**config.mk**
```make
export PLATFORM = sky130hd
export DESIGN_NAME = traffic_lights_xn
export DESIGN_NICKNAME = d
export VERILOG_FILES = /design/src/rtl/traffic_lights_xn_pkg.sv /design/src/rtl/traffic_lights_xn_ms_timer.sv /design/src/rtl/traffic_lights_xn.sv
export SDC_FILE = /design/constraint.sdc
export NUM_CORES = 1
export LEC_CHECK = 0
export CAP_MARGIN = 20
export CORE_AREA = 4 4 164 166
export CTS_CLUSTER_DIAMETER = 50
export DETAILED_ROUTE_END_ITERATION = 8
export DIE_AREA = 0 0 168 170
export DONT_BUFFER_PORTS = 1
export HOLD_SLACK_MARGIN = 0.02
export PLACE_DENSITY_LB_ADDON = 0.2
export SLEW_MARGIN = 20
export SYNTH_ARGS = -nofsm -noshare
export SYNTH_HDL_FRONTEND = slang
export SYNTH_SLANG_ARGS = --single-unit
```
**constraint.sdc**
```tcl
create_clock -name clk_i -period 6.9 [get_ports clk_i]
set_clock_uncertainty 0.2 [all_clocks]
set_input_delay 0.69 -clock clk_i [delete_from_list [all_inputs] [get_ports clk_i]]
set_output_delay 0.69 -clock clk_i [all_outputs]
set_load 0.01 [all_outputs]
```
**src/rtl/traffic_lights_xn_pkg.sv**
```systemverilog
// traffic_lights_xn_pkg: shared types for the N-approach intersection controller.
// This package holds the command encoding, the controller state encoding and the millisecond time type.
package traffic_lights_xn_pkg;

  // A time value in milliseconds.
  typedef logic [15:0] ms_t;

  // Command bus encoding. Codes 6 and 7 are reserved and are ignored.
  typedef enum logic [2:0] {
    CMD_ON        = 3'd0,
    CMD_OFF       = 3'd1,
    CMD_UNMANAGED = 3'd2,
    CMD_SET_G     = 3'd3,
    CMD_SET_CLR   = 3'd4,
    CMD_SET_Y     = 3'd5
  } cmd_type_t;

  // Controller states. CLR through Y form the running round-robin sequence.
  typedef enum logic [2:0] {
    ST_OFF,
    ST_UNMANAGED,
    ST_CLR,
    ST_RY,
    ST_G,
    ST_GBLINK,
    ST_Y
  } state_t;

endpackage

```
**src/rtl/traffic_lights_xn_ms_timer.sv**
```systemverilog
// tl_ms_timer: a millisecond interval timer.
// A prescaler divides clk_i down to 1 ms ticks, and a 16-bit down-counter counts those ticks.
// load_i restarts both counters with ms_i. load_i has priority over counting.
// done_o is high during the last clock cycle of the interval. An interval of T ms therefore
// spans exactly T*CLK_PER_MS cycles, counted from the load edge.
// If load_i is asserted in the same cycle as done_o, the timer free-runs with the reloaded value.
module tl_ms_timer
  import traffic_lights_xn_pkg::*;
#(
  parameter int CLK_PER_MS = 2
) (
  input  logic clk_i,
  input  logic rst_i,
  input  logic load_i,
  input  ms_t  ms_i,
  output logic done_o
);

  localparam int            PW     = $clog2(CLK_PER_MS + 1);
  localparam logic [PW-1:0] PRE_TC = PW'(CLK_PER_MS - 1);

  logic [PW-1:0] pre_q;
  ms_t           cnt_q;
  logic          run_q;

  assign done_o = run_q && (pre_q == PRE_TC) && (cnt_q == ms_t'(1));

  // Prescaler and ms down-counter; the timer stops itself after the final tick unless reloaded.
  always_ff @(posedge clk_i or posedge rst_i) begin
    if (rst_i) begin
      pre_q <= '0;
      cnt_q <= '0;
      run_q <= 1'b0;
    end else if (load_i) begin
      pre_q <= '0;
      cnt_q <= ms_i;
      run_q <= (ms_i != '0);
    end else if (run_q) begin
      if (pre_q == PRE_TC) begin
        pre_q <= '0;
        cnt_q <= cnt_q - ms_t'(1);
        if (cnt_q == ms_t'(1)) begin
          run_q <= 1'b0;
        end
      end else begin
        pre_q <= pre_q + PW'(1);
      end
    end
  end

endmodule

```
**src/rtl/traffic_lights_xn.sv**
```systemverilog
// traffic_lights_xn: round-robin N-approach intersection controller.
//
// Exactly one approach at a time runs its RY / G / GBLINK / Y phases. All other approaches
// show red, and an all-red clearance (CLR) separates consecutive approaches.
// Lamp outputs and active_ch_o are registered from the state register. A change of state
// made at edge k is therefore visible on the lamps from edge k+1.
//
// Optional build macro DEMAND_SKIP_EN: requests on req_i are latched per channel. At the end
// of a clearance, the next channel served is the first pending one after the active channel.
// While no request is pending, the controller holds all-red.
module traffic_lights_xn
  import traffic_lights_xn_pkg::*;
#(
  parameter int N_CH        = 4,
  parameter int CLK_PER_MS  = 2,
  parameter int DEF_G_MS    = 10,
  parameter int DEF_Y_MS    = 3,
  parameter int DEF_CLR_MS  = 2,
  parameter int STATE_RY_MS = 3,
  parameter int BLINK_G_MS  = 1,
  parameter int G_BLINK_T   = 4,
  parameter int BLINK_Y_MS  = 8
) (
  input  logic                    clk_i,
  input  logic                    arst_i,
  input  logic                    cmd_valid_i,
  input  logic [2:0]              cmd_type_i,
  input  logic [15:0]             cmd_data_i,
  input  logic [$clog2(N_CH)-1:0] cmd_ch_i,
  input  logic [N_CH-1:0]         req_i,
  output logic [N_CH-1:0]         red_o,
  output logic [N_CH-1:0]         yellow_o,
  output logic [N_CH-1:0]         green_o,
  output logic [$clog2(N_CH)-1:0] active_ch_o
);

  localparam int  CW       = $clog2(N_CH);
  localparam ms_t RY_MS    = ms_t'(STATE_RY_MS);
  localparam ms_t GB_MS    = ms_t'(2 * G_BLINK_T * BLINK_G_MS);
  localparam ms_t BLG_MS   = ms_t'(BLINK_G_MS);
  localparam ms_t BLY_MS   = ms_t'(BLINK_Y_MS);
  localparam ms_t DEF_G    = ms_t'(DEF_G_MS);
  localparam ms_t DEF_Y    = ms_t'(DEF_Y_MS);
  localparam ms_t DEF_CLR  = ms_t'(DEF_CLR_MS);

  // Reset is asserted asynchronously and released synchronously. The whole controller
  // therefore leaves reset on one clock edge.
  logic [1:0] rst_sync_q;
  logic       rst;

  state_t          state_q, state_d;
  logic [CW-1:0]   act_q, act_d;
  logic [N_CH-1:0] act_oh;
  ms_t             g_q [N_CH];
  ms_t             y_q, clr_q;
  logic            enter;
  logic            mode_cmd;
  ms_t             ph_ms;
  logic            ph_done, gb_done, yb_done;
  logic            gb_load, yb_load;
  logic            gb_on_q, yb_on_q;
  logic [CW:0]     ch_ext;
  logic            ch_ok;

  logic [N_CH-1:0] red_q, yel_q, grn_q;
  logic [CW-1:0]   act_out_q;

`ifdef DEMAND_SKIP_EN
  logic [N_CH-1:0] pend_q;
  logic            wait_q, wait_d;
  logic [CW:0]     pick_w;

  // Returns {found, channel}: the first channel after act, in round-robin order, with a
  // pending request. The active channel itself is considered last.
  function automatic logic [CW:0] pick_next(input logic [CW-1:0] act,
                                            input logic [N_CH-1:0] pend);
    logic          found;
    logic [CW-1:0] res;
    int            idx;
    found = 1'b0;
    res   = act;
    for (int k = 1; k <= N_CH; k++) begin
      idx = (int'(act) + k) % N_CH;
      if (!found && pend[idx[CW-1:0]]) begin
        found = 1'b1;
        res   = idx[CW-1:0];
      end
    end
    return {found, res};
  endfunction

  assign pick_w = pick_next(act_q, pend_q);
`else
  logic unused_req;
  assign unused_req = ^req_i;
`endif

  // Round-robin successor of a channel, wrapping from N_CH-1 back to 0.
  function automatic logic [CW-1:0] next_ch(input logic [CW-1:0] c);
    if (c == CW'(N_CH - 1)) begin
      return '0;
    end
    return c + CW'(1);
  endfunction

  assign rst    = rst_sync_q[1];
  assign act_oh = N_CH'(1) << act_q;
  assign ch_ext = {1'b0, cmd_ch_i};
  assign ch_ok  = (ch_ext < (CW + 1)'(N_CH));

  // Reset synchronizer: asserts immediately with arst_i and releases two edges later.
  always_ff @(posedge clk_i or posedge arst_i) begin
    if (arst_i) begin
      rst_sync_q <= 2'b11;
    end else begin
      rst_sync_q <= {rst_sync_q[0], 1'b0};
    end
  end

  // Next-state logic. Mode commands (on/off/unmanaged) take precedence over phase expiry.
  always_comb begin
    state_d  = state_q;
    act_d    = act_q;
    enter    = 1'b0;
    mode_cmd = 1'b0;
`ifdef DEMAND_SKIP_EN
    wait_d   = wait_q;
`endif
    if (cmd_valid_i) begin
      case (cmd_type_i)
        CMD_ON: begin
          if (state_q == ST_OFF || state_q == ST_UNMANAGED) begin
            state_d  = ST_CLR;
            act_d    = '0;
            enter    = 1'b1;
            mode_cmd = 1'b1;
          end
        end
        CMD_OFF: begin
          state_d  = ST_OFF;
          mode_cmd = 1'b1;
        end
        CMD_UNMANAGED: begin
          state_d  = ST_UNMANAGED;
          enter    = 1'b1;
          mode_cmd = 1'b1;
        end
        default: ;
      endcase
    end
    if (!mode_cmd) begin
      case (state_q)
        ST_CLR: begin
`ifdef DEMAND_SKIP_EN
          if (ph_done || wait_q) begin
            if (pick_w[CW]) begin
              act_d   = pick_w[CW-1:0];
              state_d = ST_RY;
              enter   = 1'b1;
            end else begin
              wait_d  = 1'b1;
            end
          end
`else
          if (ph_done) begin
            state_d = ST_RY;
            enter   = 1'b1;
          end
`endif
        end
        ST_RY: begin
          if (ph_done) begin
            state_d = ST_G;
            enter   = 1'b1;
          end
        end
        ST_G: begin
          if (ph_done) begin
            state_d = ST_GBLINK;
            enter   = 1'b1;
          end
        end
        ST_GBLINK: begin
          if (ph_done) begin
            state_d = ST_Y;
            enter   = 1'b1;
          end
        end
        ST_Y: begin
          if (ph_done) begin
            state_d = ST_CLR;
`ifndef DEMAND_SKIP_EN
            act_d   = next_ch(act_q);
`endif
            enter   = 1'b1;
          end
        end
        default: ;
      endcase
    end
`ifdef DEMAND_SKIP_EN
    if (enter) begin
      wait_d = 1'b0;
    end
`endif
  end

  // Duration loaded into the phase timer on entry to a phase. Registers are read before any
  // same-cycle write lands, so a new value applies only from the following load.
  always_comb begin
    ph_ms = '0;
    case (state_d)
      ST_CLR:    ph_ms = clr_q;
      ST_RY:     ph_ms = RY_MS;
      ST_G:      ph_ms = g_q[act_d];
      ST_GBLINK: ph_ms = GB_MS;
      ST_Y:      ph_ms = y_q;
      default:   ph_ms = '0;
    endcase
  end

  assign gb_load = (enter && state_d == ST_GBLINK) || (state_q == ST_GBLINK && gb_done);
  assign yb_load = (enter && state_d == ST_UNMANAGED) || (state_q == ST_UNMANAGED && yb_done);

  tl_ms_timer #(.CLK_PER_MS(CLK_PER_MS)) u_phase_tmr (
    .clk_i  (clk_i),
    .rst_i  (rst),
    .load_i (enter),
    .ms_i   (ph_ms),
    .done_o (ph_done)
  );

  tl_ms_timer #(.CLK_PER_MS(CLK_PER_MS)) u_gblink_tmr (
    .clk_i  (clk_i),
    .rst_i  (rst),
    .load_i (gb_load),
    .ms_i   (BLG_MS),
    .done_o (gb_done)
  );

  tl_ms_timer #(.CLK_PER_MS(CLK_PER_MS)) u_yblink_tmr (
    .clk_i  (clk_i),
    .rst_i  (rst),
    .load_i (yb_load),
    .ms_i   (BLY_MS),
    .done_o (yb_done)
  );

  // Controller state, active channel, timing registers and blink phases.
  always_ff @(posedge clk_i or posedge rst) begin
    if (rst) begin
      state_q <= ST_OFF;
      act_q   <= '0;
      for (int i = 0; i < N_CH; i++) begin
        g_q[i] <= DEF_G;
      end
      y_q     <= DEF_Y;
      clr_q   <= DEF_CLR;
      gb_on_q <= 1'b0;
      yb_on_q <= 1'b0;
    end else begin
      state_q <= state_d;
      act_q   <= act_d;
      if (cmd_valid_i && cmd_data_i != '0) begin
        case (cmd_type_i)
          CMD_SET_G:   if (ch_ok) g_q[cmd_ch_i] <= cmd_data_i;
          CMD_SET_CLR: clr_q <= cmd_data_i;
          CMD_SET_Y:   y_q   <= cmd_data_i;
          default: ;
        endcase
      end
      if (enter && state_d == ST_GBLINK) begin
        gb_on_q <= 1'b1;
      end else if (state_q == ST_GBLINK && gb_done) begin
        gb_on_q <= ~gb_on_q;
      end
      if (enter && state_d == ST_UNMANAGED) begin
        yb_on_q <= 1'b1;
      end else if (state_q == ST_UNMANAGED && yb_done) begin
        yb_on_q <= ~yb_on_q;
      end
    end
  end

`ifdef DEMAND_SKIP_EN
  // Sticky per-channel demand, cleared as the owning channel enters green; plus the CLR hold flag.
  always_ff @(posedge clk_i or posedge rst) begin
    if (rst) begin
      pend_q <= '0;
      wait_q <= 1'b0;
    end else begin
      wait_q <= wait_d;
      pend_q <= (pend_q & ~((enter && state_d == ST_G) ? act_oh : '0)) | req_i;
    end
  end
`endif

  // Registered lamp drive decoded from the current state and active channel.
  always_ff @(posedge clk_i or posedge rst) begin
    if (rst) begin
      red_q     <= '0;
      yel_q     <= '0;
      grn_q     <= '0;
      act_out_q <= '0;
    end else begin
      red_q     <= '0;
      yel_q     <= '0;
      grn_q     <= '0;
      act_out_q <= act_q;
      case (state_q)
        ST_UNMANAGED: yel_q <= {N_CH{yb_on_q}};
        ST_CLR:       red_q <= '1;
        ST_RY: begin
          red_q <= '1;
          yel_q <= act_oh;
        end
        ST_G: begin
          red_q <= ~act_oh;
          grn_q <= act_oh;
        end
        ST_GBLINK: begin
          red_q <= ~act_oh;
          grn_q <= gb_on_q ? act_oh : '0;
        end
        ST_Y: begin
          red_q <= ~act_oh;
          yel_q <= act_oh;
        end
        default: ;
      endcase
    end
  end

  assign red_o       = red_q;
  assign yellow_o    = yel_q;
  assign green_o     = grn_q;
  assign active_ch_o = act_out_q;

endmodule

```
# == Word-level counts from Yosys, hierarchy flattened ==
# Index checks and enable logic that the tools add are counted.
# W data, S select, Z words.
# op_classes
add_sub_neg,7
magnitude_cmp,4
eq_ne,24
shifts,1
mux,75
bitwise_logic,5
reduce_logical,38
# ops
op,n
$mux W16,12
$pmux W16 S5,1
$bwmux W64,1
$eq A16 B1 Y1 const B,3
$sub A16 B1 Y16 const B,3
$mux W2,17
$bmux W16 S2,1
$demux W16 S2,1
$reduce_bool A16 Y1,2
$mux W1,26
$eq A3 B3 Y1 const B,8
$mux W3,8
$pmux W4 S2,3
$eq A3 B2 Y1 const B,6
$reduce_bool A2 Y1,8
$pmux W3 S5,1
$logic_and A1 B1 Y1,12
$reduce_and A2 Y1,5
$eq A3 B1 Y1 const B,3
$pmux W3 S3,1
$add A2 B1 Y2 const B,4
$eq A2 B1 Y1 const B,3
$ge A3 B3 Y1 const B,2
$logic_not A3 Y1,2
14 further kinds,21
# word_totals
register_bits,176
inputBits,28
output_inout_bits,14
elab_cells,178

# == Longest topological paths before layout ==
# depth
word_depth,17
depth_mapped,14
depth_no_buf,12

# == By module ==
# Synthesis repeated with hierarchy kept, for this count alone.
# unflattened
hier_cells,800
area_unflattened_um2,9026.2
# modules_own_cells
mod,instances,cells_per_inst,area_per_inst_um2,seq_area_each_um2
traffic_lights_xn,1,429,5684.2,2994.1
tl_ms_timer (u_phase_tmr ...),2,124,1117.3,475.5
tl_ms_timer (u_gblink_tmr),1,123,1107.3,475.5

# == Worst setup path before layout ==
# OpenSTA, ideal clock, no wires.
# synth_timing
kind,input port to flip-flop
from,in cmd_type_i[0]
to,reg u_phase_tmr.run_q
t_arrival_ps,3176
required_ps,6618
slack_ps,3442
stages,12
cell_sequence,buf_2 > nor2_2 > a211oi_2 > buf_2 > or3_1 > a211o_1 > or4b_1 > buf_2 > o32a_1 > o2111ai_1 > nor4_1 > a31oi_1
# synth_via
elab_chain_len,13
word_cells_on_any_way,37
# synth_lines
element,line_no,source
from (decl),traffic_lights_xn.sv:27,"input logic [2:0] cmd_type_i,"
$logic_not A3 Y1,traffic_lights_xn.sv:130,case (cmd_type_i)
$mux W2,traffic_lights_xn.sv:130,
$mux W2,traffic_lights_xn.sv:129,if (cmd_valid_i) begin
$mux W2,traffic_lights_xn.sv:190,if (ph_done) begin
$mux W2,traffic_lights_xn.sv:152,case (state_q)
$mux W2,traffic_lights_xn.sv:151,if (!mode_cmd) begin
$not A2 Y3 (implied by the code),traffic_lights_xn.sv:215,ST_G: ph_ms = g_q[act_d];
$bmux W16 S2,traffic_lights_xn.sv:215,
$mux W16 (implied by the code) (2 in series),traffic_lights_xn.sv:215,
$pmux W16 S5,traffic_lights_xn.sv:212,case (state_d)
$reduce_bool A16 Y1,traffic_lights_xn_ms_timer.sv:37,run_q <= (ms_i != '0);
$mux W1 (*),traffic_lights_xn_ms_timer.sv:34,end else if (load_i) begin
to (signal assigned),traffic_lights_xn_ms_timer.sv:37,
to (decl),traffic_lights_xn_ms_timer.sv:24,logic run_q;
# Every way passes the cells marked *; elsewhere a longest branch is shown, timed or not. The select of a mux whose other input is x is not followed.
# A chain may end at the register's enable or synchronous reset.

# == Worst setup path in the final report ==
# layout_timing
from,reg state_q[1]
to,reg u_phase_tmr.run_q
# layout_via
elab_chain_len,15
word_cells_on_any_way,45
# layout_lines
element,line_no,source
from (decl),traffic_lights_xn.sv:51,"state_t state_q, state_d;"
from (signal assigned),traffic_lights_xn.sv:262,state_q <= state_d;
$eq A3 B1 Y1 / $logic_not A3 Y1 (equally long branches),traffic_lights_xn.sv:132,if (state_q == ST_OFF || state_q == ST_UNMANAGED) begin
$logic_or A1 B1 Y1,traffic_lights_xn.sv:132,
$mux W2,traffic_lights_xn.sv:132,
$mux W2,traffic_lights_xn.sv:130,
$mux W2,traffic_lights_xn.sv:129,
$mux W2,traffic_lights_xn.sv:190,
$mux W2,traffic_lights_xn.sv:152,
$mux W2,traffic_lights_xn.sv:151,
$not A2 Y3 (implied by the code),traffic_lights_xn.sv:215,
$bmux W16 S2,traffic_lights_xn.sv:215,
$mux W16 (implied by the code) (2 in series),traffic_lights_xn.sv:215,
$pmux W16 S5,traffic_lights_xn.sv:212,
$reduce_bool A16 Y1,traffic_lights_xn_ms_timer.sv:37,
$mux W1 (*),traffic_lights_xn_ms_timer.sv:34,
# Marked as above.

==> flow_summary_export.csv <==
group,metric,value,unit
run_status,status,"complete, no violations",
place,place_area,9080,µm²
power_and_ir_drop,powerDensity,376,nW/µm²
synthesis,yosysSeqAreaShare,0.506,
cts,clock_latency,0.44,ns
timing,fmax,218,MHz
synthesis,ys_ff_latch,176,
power_and_ir_drop,power_leakage,4.12,nW
place,port_buffers,0,
detailed_routing,drc,0,
synthesis,synth_fa_ha_area_frac,0.0143,
cts,cts_tree,"done",
detailed_routing,routed_via_density,5.26,
synthesis,synth_compound_area_frac,0.0963,
worst_setup_path,critPathBufInv,1,
worst_setup_path,critPathSlowestCell,"a211oi_2",
synthesis,syn_area_per_cell,11.2,µm²
cts,clock_path_buffers,2,
place,gp_congestion,0.789,
cts,cts_buffers,17,
synthesis,yosys.area_share.simple,0.153,
synthesis,synth_ff_type,"dfrtp_1",
worst_setup_path,start_kind,"flop",
run,cap_viol_max_count,0,
hold_path,min_path_type,"reg2reg",
cells_and_area,finish.utilization,0.379,
synthesis,synth_top_family_by_area,"multiplexers",
hold_path,hp-start,"rst_sync_q[0]",
timing,hold_violations,0,
cells_and_area,nNetsFinal,810,
cells_and_area,syn_to_final_growth,11.2,%
place,dp_hpwl,13.4,mm
timing,worst_pin_slew,1.09,ns
global_route,grt_max_degree,101,
cts,cts_resized,0,
synthesis,synth_mux_area_frac,0.155,
detailed_routing,drt_wl_total,20.7,mm
cts,h-tree-depth,4,
floorplanning,die_y,170,µm
power_and_ir_drop,p_total,3.65,mW
detailed_routing,wl_per_cell,18.5,µm
worst_setup_path,critPathCaptureType,"flop",
timing,timing.final.crit_share,0.666,
worst_setup_path,path_cells,"or2_1, a211oi_2, or4_1, o21a_1, inv_4, a21oi_1, a32oi_1, or4_1, a211oi_1, a31oi_1",
floorplanning,rows,59,
detailed_routing,ant_nets,0,
cts,numClockSinks,176,
power_and_ir_drop,peakVddDrop,0.183,mV
floorplanning,ios,42,
global_route,antenna_found_initial,0,
timing,setup_viol,0,
worst_setup_path,max_stage_delay,0.76,ns
detailed_routing,drt_iter0_drc,392,
synthesis,syn_nets,816,
cells_and_area,drive_above_1_share,0.232,
worst_setup_path,crit_start,"state_q[1]",
timing,slew_headroom,0.273,
worst_setup_path,cp_top_family,"compound AO/OA/AOI/OAI gates",
timing,rsz0062_at_grt,"no",
timing,setup_tns,0,ns
floorplanning,core-area,25600,µm²
synthesis,synthCells,778,
synthesis,synth_edf_count,0,
synthesis,synth_xor_area_frac,0.0481,
detailed_routing,dr.pass1.iters,5,
worst_setup_path,required,7.00,ns
synthesis,yosysWarnings,0,
cts,clock-root-buffer,"clkbuf_16",
synthesis,async_flop_share,1.00,
worst_setup_path,reg2reg_from,"state_q[1]",
cells_and_area,final_cell_area,9720,µm²
worst_setup_path,crit_type,"reg2reg",
synthesis,synth_cell_types,74,
floorplanning,die-area,28600,µm²
global_route,grt_usage,0.150,
timing,final.min_clock_period,4.59,ns
global_route,gr-total-overflow,0,
global_route,grt_pass1_wl,34.3,mm
detailed_routing,dr_total_vias,5888,
cells_and_area,fillers,2497,
synthesis,mappedNetlistArea,8740,µm²
floorplanning,start_util,0.341,
cells_and_area,diodes,0,
cts,clk_pin_slew,0.07,ns
timing,finalMaxSlewViolations,0,
worst_setup_path,cp_max_fo,28,
worst_setup_path,crit_top_cell,"or4_1",
global_route,grt_pass1_vias,6075,
floorplanning,die-width,168,µm
worst_setup_path,cp.arrival,4.70,ns
layout by cell type, fill, tap and decap left out, types with 5 or more instances in the layout:
cell,n
nand3b_1,6
o211a_1,5
ha_1,10
nand2b_1,11
nand2_1,70
a21oi_1,26
dfrtp_1,163
or4_1,11
mux2i_1,18
xnor2_1,32
and2_1,6
or3_1,5
o21ai_0,14
clkbuf_16,17
nor3_1,14
a21o_1,6
buf_4,9
dfstp_2,13
nand3_1,9
nor2_1,59
inv_1,15
mux2_2,104
o211ai_1,12
xor2_1,16
nor4_1,21
o22ai_1,8
a22oi_1,5
a211oi_1,5
repair_timing:
action / 4_1_cts / 5_1_grt
setup endpoints to repair: 0 / 0
hold endpoints to repair: 2 / 0
setup buffers: 0 / 0
hold buffers: 1 / 0
per-layer routing:
| layer | routed length [µm] | GRT usage | share of wire |
|---|---|---|---|
| met5 | 0 | 0 | 0 |
| met4 | 205 | 0.0402 | 0.0099 |
| met3 | 891 | 0.0360 | 0.043 |
| met2 | 9740 | 0.242 | 0.47 |
| met1 | 9890 | 0.204 | 0.48 |
worst reg2reg max path, delay by kind of cell, from the launching register on:
| kind | cells | cell delay (ns) |
|---|---|---|
| flops | 1 | 0.63 |
| simple gates | 3 | 1.19 |
| compound gates | 6 | 2.12 |
| buf+inv | 1 | 0.32 |
through the flow:
stage	hold WS, ns	worst slack [ns]	std cells
after floorplan	0.145	1.67	778
after global placement	0.145	2.34	1087
after detailed placement	0.152	2.37	1087
after CTS	0.150	2.37	1120
after global routing	0.155	1.98	1120
final	0.160	2.31	1120
kinds of logic after synthesis:
logic type | count (synthesis)
buffers and inverters | 54
AO/OA/AOI/OAI | 118
XOR/XNOR | 48
AND/OR/NAND/NOR | 249
adder cells (fa/ha/maj) | 10
multiplexers | 122
other | 1
flip-flops | 176
Yosys cell counts, types with 8 or more instances:
library cell / count / area share
o211ai_1: 12 / 0.010
nand3_1: 10 / 0.0057
o22ai_1: 8 / 0.0057
nand2_1: 70 / 0.030
o21ai_0: 14 / 0.0080
nand2b_1: 11 / 0.0079
or4_1: 11 / 0.0094
inv_1: 16 / 0.0069
nor3_1: 14 / 0.0080
mux2i_1: 18 / 0.021
nor2_1: 59 / 0.025
xor2_1: 16 / 0.016
xnor2_1: 32 / 0.032
a21oi_1: 26 / 0.015
nor4_1: 21 / 0.015
mux2_2: 104 / 0.13
dfstp_2: 13 / 0.039
dfrtp_1: 163 / 0.47
ha_1: 10 / 0.014
clkbuf_1: 18 / 0.0077
buf_2: 12 / 0.0069
worst paths after layout:
kind,slack [ns],endpoint,cells after the start
setup / recovery,2.31,u_phase_tmr.run_q,10
hold / removal,0.16,rst_sync_q[1],0
setup reg to reg,2.31,u_phase_tmr.run_q,10
hold reg to reg,0.16,rst_sync_q[1],0
max in group asynchronous,4.72,g_q[55],2
min in group asynchronous,0.25,g_q[15],1
layout make-up:
type                       count  area (µm²)  share of cell area
clock buffer                  19         433              0.0445
tap                          335         419              0.0431
sequential                   176        4420               0.455
multi-input combinational    548        4100               0.421
clock inverter                13         195              0.0201
timing repair buffer          10        77.6             0.00798
inverter                      19        78.8             0.00811
flip-flops by register name (all words and copies together), names as in the netlist, 2 cells and up:
| name | flops |
|---|---|
| u_gblink_tmr.pre_q | 2 |
| clr_q | 16 |
| active_ch_o | 2 |
| green_o | 4 |
| u_phase_tmr.pre_q | 2 |
| y_q | 16 |
| u_phase_tmr.cnt_q | 16 |
| u_yblink_tmr.pre_q | 2 |
| act_q | 2 |
| u_yblink_tmr.cnt_q | 16 |
| rst_sync_q | 2 |
| g_q | 64 |
| state_q | 3 |
| u_gblink_tmr.cnt_q | 16 |
| yellow_o | 4 |
| red_o | 4 |
power by group:
| part | switching (mW) | total, mW | internal [mW] | leakage, nW |
|---|---|---|---|---|
| Combinational | 0.554 | 1.01 | 0.458 | 1.62 |
| Sequential | 0.270 | 1.60 | 1.33 | 2.19 |
| Clock | 0.452 | 1.04 | 0.588 | 0.307 |
No activity file was read; power rests on OpenSTA's default activity.
